===== src/rtl/mips_pkg.sv =====
`default_nettype none
// ============================================================================
//  Module      : mips_pkg
//  Description : Shared constants and types for the MIPS pipeline: datapath
//                widths, MEM-stage state encoding and the MEM/WB layout.
//  Revision    : 1.0 - initial release
// ============================================================================
package mips_pkg;

   localparam int DATA_W = 32;
   localparam int REG_W  = 5;

   // Low address bits dropped to form a word address
   localparam int c_WORD_OFS_W = 2;

   // MEM-stage access sequencer states
   typedef enum logic [0:0] {
      IDLE = 1'b0,
      BUSY = 1'b1
   } mem_state_t;

   // MEM/WB pipeline register contents
   typedef struct packed {
      logic              regfile_write;
      logic              mem_to_reg;
      logic [DATA_W-1:0] read_data;
      logic [DATA_W-1:0] alu_result;
      logic [REG_W-1:0]  write_reg;
      logic              valid;
   } mem_wb_t;

endpackage
`default_nettype wire


===== src/rtl/mem_wb_reg.sv =====
`default_nettype none
// ============================================================================
//  Module      : mem_wb_reg
//  Description : MEM/WB pipeline register. Loads a new entry when enabled,
//                clears to an empty entry on a bubble, otherwise holds.
//  Revision    : 1.0 - initial release
// ============================================================================
module mem_wb_reg
   import mips_pkg::*;
(
   input  logic    clk,
   input  logic    rstn,      // asynchronous, active-high
   input  logic    load,
   input  logic    bubble,
   input  mem_wb_t d,
   output mem_wb_t q
);

   mem_wb_t r_q;

   // Pipeline register: load wins over bubble; a bubble empties the entry
   always_ff @(posedge clk or posedge rstn) begin
      if (rstn) begin
         r_q <= '0;
      end else if (load) begin
         r_q <= d;
      end else if (bubble) begin
         r_q <= '0;
      end
   end

   assign q = r_q;

endmodule
`default_nettype wire


===== src/rtl/mem_access_stage.sv =====
`default_nettype none
// ============================================================================
//  Module      : mem_access_stage
//  Description : MIPS MEM stage. Issues one handshaked word access to the
//                data RAM per memory instruction, stalls upstream until the
//                RAM acknowledges, and feeds the MEM/WB register.
//  Revision    : 1.0 - initial release
// ============================================================================
module mem_access_stage #(
   parameter int DATA_W = mips_pkg::DATA_W,
   parameter int REG_W  = mips_pkg::REG_W
) (
   input  logic              clk,
   input  logic              rstn,               // asynchronous, active-high
   input  logic              ivalid,
   input  logic              iSig_MemRead,
   input  logic              iSig_MemWrite,
   input  logic              iSig_regfile_write,
   input  logic              iSig_MemtoReg,
   input  logic [DATA_W-1:0] ialu_result,
   input  logic [DATA_W-1:0] istore_data,
   input  logic [REG_W-1:0]  iwrite_reg,
   output logic              ostall,
   output logic              omem_req,
   output logic              omem_we,
   output logic [DATA_W-1:0] omem_addr,
   output logic [DATA_W-1:0] omem_wdata,
   input  logic              imem_ack,
   input  logic [DATA_W-1:0] imem_rdata,
   output logic              ovalid,
   output logic              oSig_regfile_write,
   output logic              oSig_MemtoReg,
   output logic [DATA_W-1:0] oread_from_ram,
   output logic [DATA_W-1:0] oalu_result,
   output logic [REG_W-1:0]  owrite_reg
);

   import mips_pkg::*;

   mem_state_t        r_state;
   mem_state_t        w_next_state;
   logic [DATA_W-1:0] r_addr;
   logic [DATA_W-1:0] r_wdata;
   logic              r_we;
   logic              w_memop;
   logic              w_latch;
   logic              w_load;
   mem_wb_t           w_entry;
   mem_wb_t           w_wb;

   // A write takes priority when both read and write are flagged
   assign w_memop = ivalid & (iSig_MemRead | iSig_MemWrite);

   // Sequencer state register
   always_ff @(posedge clk or posedge rstn) begin
      if (rstn) begin
         r_state <= IDLE;
      end else begin
         r_state <= w_next_state;
      end
   end

   // Next state, stall/request and MEM/WB entry selection
   always_comb begin
      w_next_state          = r_state;
      w_latch               = 1'b0;
      w_load                = 1'b0;
      ostall                = 1'b0;
      omem_req              = 1'b0;
      w_entry               = '0;
      w_entry.regfile_write = iSig_regfile_write;
      w_entry.mem_to_reg    = iSig_MemtoReg;
      w_entry.alu_result    = ialu_result;
      w_entry.write_reg     = iwrite_reg;
      w_entry.valid         = 1'b1;
      case (r_state)
         IDLE: begin
            if (w_memop) begin
               ostall       = 1'b1;
               w_latch      = 1'b1;
               w_next_state = BUSY;
            end else if (ivalid) begin
               w_load = 1'b1;
            end
         end
         BUSY: begin
            // Upstream still holds the instruction; it advances on the ack edge
            omem_req = 1'b1;
            ostall   = ~imem_ack;
            if (imem_ack) begin
               w_load       = 1'b1;
               w_next_state = IDLE;
               if (!r_we) begin
                  w_entry.read_data = imem_rdata;
               end
            end
         end
         default: w_next_state = IDLE;
      endcase
   end

   // RAM request latch: captured once on entry to BUSY, stable while pending
   always_ff @(posedge clk or posedge rstn) begin
      if (rstn) begin
         r_addr  <= '0;
         r_wdata <= '0;
         r_we    <= 1'b0;
      end else if (w_latch) begin
         r_addr  <= {ialu_result[DATA_W-1:c_WORD_OFS_W], {c_WORD_OFS_W{1'b0}}};
         r_wdata <= istore_data;
         r_we    <= iSig_MemWrite;
      end
   end

   assign omem_we    = r_we;
   assign omem_addr  = r_addr;
   assign omem_wdata = r_wdata;

   mem_wb_reg u_mem_wb_reg (
      .clk    (clk),
      .rstn   (rstn),
      .load   (w_load),
      .bubble (~w_load),
      .d      (w_entry),
      .q      (w_wb)
   );

   assign ovalid             = w_wb.valid;
   assign oSig_regfile_write = w_wb.regfile_write & w_wb.valid;
   assign oSig_MemtoReg      = w_wb.mem_to_reg;
   assign oread_from_ram     = w_wb.read_data;
   assign oalu_result        = w_wb.alu_result;
   assign owrite_reg         = w_wb.write_reg;

endmodule
`default_nettype wire


===== config.mk =====
export PLATFORM = sky130hd
export DESIGN_NAME = mem_access_stage
export DESIGN_NICKNAME = d
export VERILOG_FILES = /design/src/rtl/mips_pkg.sv /design/src/rtl/mem_wb_reg.sv /design/src/rtl/mem_access_stage.sv
export SDC_FILE = /design/constraint.sdc
export NUM_CORES = 1
export LEC_CHECK = 0
export ABC_CLOCK_PERIOD_IN_PS = 8300
export CORE_ASPECT_RATIO = 0.6
export CORE_MARGIN = 2
export CORE_UTILIZATION = 44
export CTS_CLUSTER_SIZE = 24
export DETAILED_ROUTE_END_ITERATION = 10
export PLACE_DENSITY = 0.92
export SLEW_MARGIN = 20
export SYNTH_ARGS = -nofsm -noshare
export SYNTH_HDL_FRONTEND = slang
export SYNTH_SLANG_ARGS = --single-unit
export TNS_END_PERCENT = 30

===== constraint.sdc =====
create_clock -name clk -period 8.3 [get_ports clk]
set_clock_uncertainty 0.15 [all_clocks]
set_input_delay 1.66 -clock clk [delete_from_list [all_inputs] [get_ports clk]]
set_output_delay 1.66 -clock clk [all_outputs]
set_load 0.03 [all_outputs]

**Word level (Yosys, flattened, before mapping)**

Index checks and enable logic that the tools add are counted.
W data, S select, Z words.

- Multiplexer cells: 14
- Bitwise logic cells: 5

Operators with widths:

| kind | number |
|---|---|
| $mux W32 | 3 |
| $mux W72 | 1 |
| $mux W1 | 7 |
| $pmux W1 S2 | 3 |
| $and A1 B1 Y1 | 2 |
| $not A1 Y1 | 2 |
| $or A1 B1 Y1 | 1 |

- Input bits: 109
- Register bits: 136
- Word-level logic and storage cells: 29
- Output and inout bits: 139

**Longest topological paths before layout**

- Word-level depth: 5
- Mapped depth: 4
- Gate-level depth less buffers: 3

**By module**

Synthesis repeated with hierarchy kept, for this count alone.

- Cell total of the unflattened synthesis: 423
- Area, all modules: 5909.4 µm²

Modules (own cells, without submodules):

| module | area each (µm²) | cells an instance | times used | seq. area each (µm²) |
|---|---|---|---|---|
| mem_wb_reg | 3223.1 | 239 | 1 | 1801.7 |
| mem_access_stage | 2686.3 | 184 | 1 | 1601.5 |

**Least setup slack after synthesis**

OpenSTA, ideal clock, no wires.

- Path type: input to output
- From: input iSig_MemWrite
- To: output ostall
- Stages on the path: 2
- Arrival time: 2.254 ns
- Path buffers: 0
- Required time: 6.490 ns
- Setup slack: 4.236 ns
- Path through: o21ai_2 > mux2i_1

- Longest elaborated chain between the ends: 4

RTL lines:

| item | RTL line | RTL |
|---|---|---|
| from (decl) | mem_access_stage.sv:17 | `input logic iSig_MemWrite,` |
| $or A1 B1 Y1 | mem_access_stage.sv:52 | `assign w_memop = ivalid & (iSig_MemRead \| iSig_MemWrite);` |
| $and A1 B1 Y1 | mem_access_stage.sv:52 |  |
| $mux W1 | mem_access_stage.sv:78 | `if (w_memop) begin` |
| $pmux W1 S2 | mem_access_stage.sv:76 | `case (r_state)` |
| to (decl) | mem_access_stage.sv:23 | `output logic ostall,` |

Every way passes these cells.

**Worst setup path in the final report**

Ends and elaborated chain as after synthesis.

==> metrics.txt <==
outcome finished, final reports clean; postcts setup bufs 0; final setup fails 0; Layout Cells excl Fill roughly 730; vias in the first global route about 3400; crit-path max FO 3; Chip Width 145.9 microns; top cells by area, synth dfrtp_1 64%, mux2_1 13%, buf_4 10%; Layout Cell Area excl Fill 7961 sq um; Initial Utilization 0.4464; first-pass GRT wire length 18400 microns; max_slew headroom 0.4321; diodes inserted 0; Tot GR Track Use 0.1879; Primary FF master, synth dfrtp_1; Max Fclk approximately 200 MHz; I/O Buffers approximately 250; largest net degree at the start of global routing 90; HPWL Detailed 8927 microns; worst slew pin tran between 0.8 and 0.9 ns; Slew Limit Fails 0; initial antenna violation count 0; drt total wl between 10000 and 15000 microns; switching part of the total power 0.2906; Syn Std Cell Area around 5300 sq um; Area growth syn-to-layout 49.79%; routability cong. just under 0.8; Vias 3229; crit path DAT roughly 3.2 ns; Synth cell types 18; Crit Path Class input pin to primary output; ys async rst share 1.000; leakage power roughly 3.5 nW; Final Hold Fails 0; Final Cycle Share 0.6060; CTS-repair resized insts 0; Die Footprint approximately 13000 sq um; required time of the critical path between 6 and 7 ns; DR DRC count 0; Yosys reg bits roughly 140; P_sw between 0.0006 and 0.0007 W; Reg power frac 0.376; P per Cell Area between 200 and 300 nW/um^2; share of the synthesized area in the top cell type 0.6403; Clock H-tree levels 4; Post-Syn Area per Cell 14.52 sq um; internal power around 0.0015 W; RSZ-0062 raised after global routing false; VDD IR-drop max around 0.18 mV; total of warnings raised by yosys 0; clock buffer depth 2; sequential share of the synthesized area 0.6403; CTS sink count 136; combinational share of power 0.258; fillers just over 800; Setup TNS 0 ns; Core Area about 12000 sq um; max-cap violation count 0; CP startpoint kind input pin; placed cells about 700; die outline height between 80 and 90 microns; most instantiated cells after synthesis 136 x dfrtp_1, 71 x buf_4, 63 x and2_1; cts bufs inserted 17; hold buffers post-CTS 0; share of layout cells above drive strength 1 0.08703; clock group share of total power 0.366; Nets between 600 and 700; I/O pin total between 200 and 250; area leader, netlist dfrtp_1; clock period minus worst slack between 5 and 6 ns; gr ovfl total 0; post-synthesis instance total around 370; num rows 31; Crit. End Element primary output; clk_lat worst skew about 0.4 ns; clk slew on worst S/H paths about 0.06 ns; router iterations before antenna repair 4; Tightest Hold Check Type register to register; root buf cell clkbuf_16; count leader, synth dfrtp_1; number of flops mapped to enable cells by yosys 0; routed len/inst 16.76 microns; Final ANT Viol Nets 0; DRT iter0 DRCs roughly 70; average vias per placed instance ~4.4; DP Area ~7300 sq um; CTS tree yes
## path summary, 6_finish.rpt
path,from,endpoint,slack [ns],cells after the start
max in group asynchronous,rstn,u_mem_wb_reg.q[41],5.26,3
min in group asynchronous,rstn,u_mem_wb_reg.q[47],1.63,2
setup / recovery,iSig_MemWrite,ostall,3.27,4
setup reg to reg,r_state,omem_addr[26],6.29,3
hold reg to reg,omem_wdata[8],omem_wdata[8],0.33,1
hold / removal,omem_wdata[8],omem_wdata[8],0.33,1
## state kept, by name, summed over array words and instances (netlist names)
name            cells
omem_addr          30
omem_wdata         32
omem_we             1
r_state             1
u_mem_wb_reg.q     72
## critical path, cell delays in order
cell	delay (ns)
clkdlybuf4s50_1	0.53
o21ai_2	0.11
mux2i_1	0.19
clkdlybuf4s50_1	0.72
## layer usage
metal	vias up	share of wire	GRT usage
met3	14	0.088	0.07755
met2	138	0.49	0.3182
met5	-	0	0
li1	1475	-	-
met1	1602	0.41	0.2191
met4	0	0.012	0.07308
## cells in the final DEF, fill, tap and decap left out, types with 3 or more instances in the layout
cell	netlist	layout
and2_4	9	9
dfrtp_1	136	136
clkdlybuf4s50_1	0	245
clkbuf_8	0	3
bufinv_16	0	3
buf_4	71	3
and2_1	63	63
clkbuf_16	0	17
mux2_1	60	60
clkinv_4	0	3
## stage by stage
step / setup WS [ns] / hold slack [ns] / total power [W] / util
after detailed placement: 3.261 / 0.3237 / 0.001356 / 0.6168
after global routing: 3.226 / 0.3447 / 0.002200 / 0.6686
after CTS: 3.261 / 0.3369 / 0.002138 / 0.6686
final: 3.271 / 0.3326 / 0.002115 / 0.6686
after floorplan: 2.851 / 0.5392 / 0.001115 / -
after global placement: 3.362 / 0.3163 / 0.001337 / 0.6168
## layout make-up
| class | count | area, sq um | share of cell area |
|---|---|---|---|
| timing repair buffer | 248 | 2475 | 0.3109 |
| sequential | 136 | 3403 | 0.4275 |
| multi-input combinational | 146 | 1251 | 0.1572 |
| clock buffer | 22 | 474.2 | 0.05956 |
| inverter | 1 | 8.758 | 0.001100 |
| clock inverter | 10 | 142.6 | 0.01792 |
| tap | 165 | 206.4 | 0.02593 |
## power by group through the flow
stage	logic [W]	clock network, W	registers [W]
2_1_floorplan	0.000170	0	0.000945
3_3_place_gp	0.000538	0	0.000800
3_5_place_dp	0.000549	0	0.000808
4_1_cts	0.000551	0.000790	0.000797
5_1_grt	0.000571	0.000823	0.000807
6_report	0.000545	0.000774	0.000796
## logic make-up after synthesis
logic type	Yosys count	synth area share
buffers and inverters	85	0.1250
and+or+nand+nor	78	0.09558
AOI/OAI and AO/OA	3	0.005180
other	1	0.0007055
muxes	63	0.1332
DFF	136	0.6403
No activity file was read; power rests on OpenSTA's default activity.
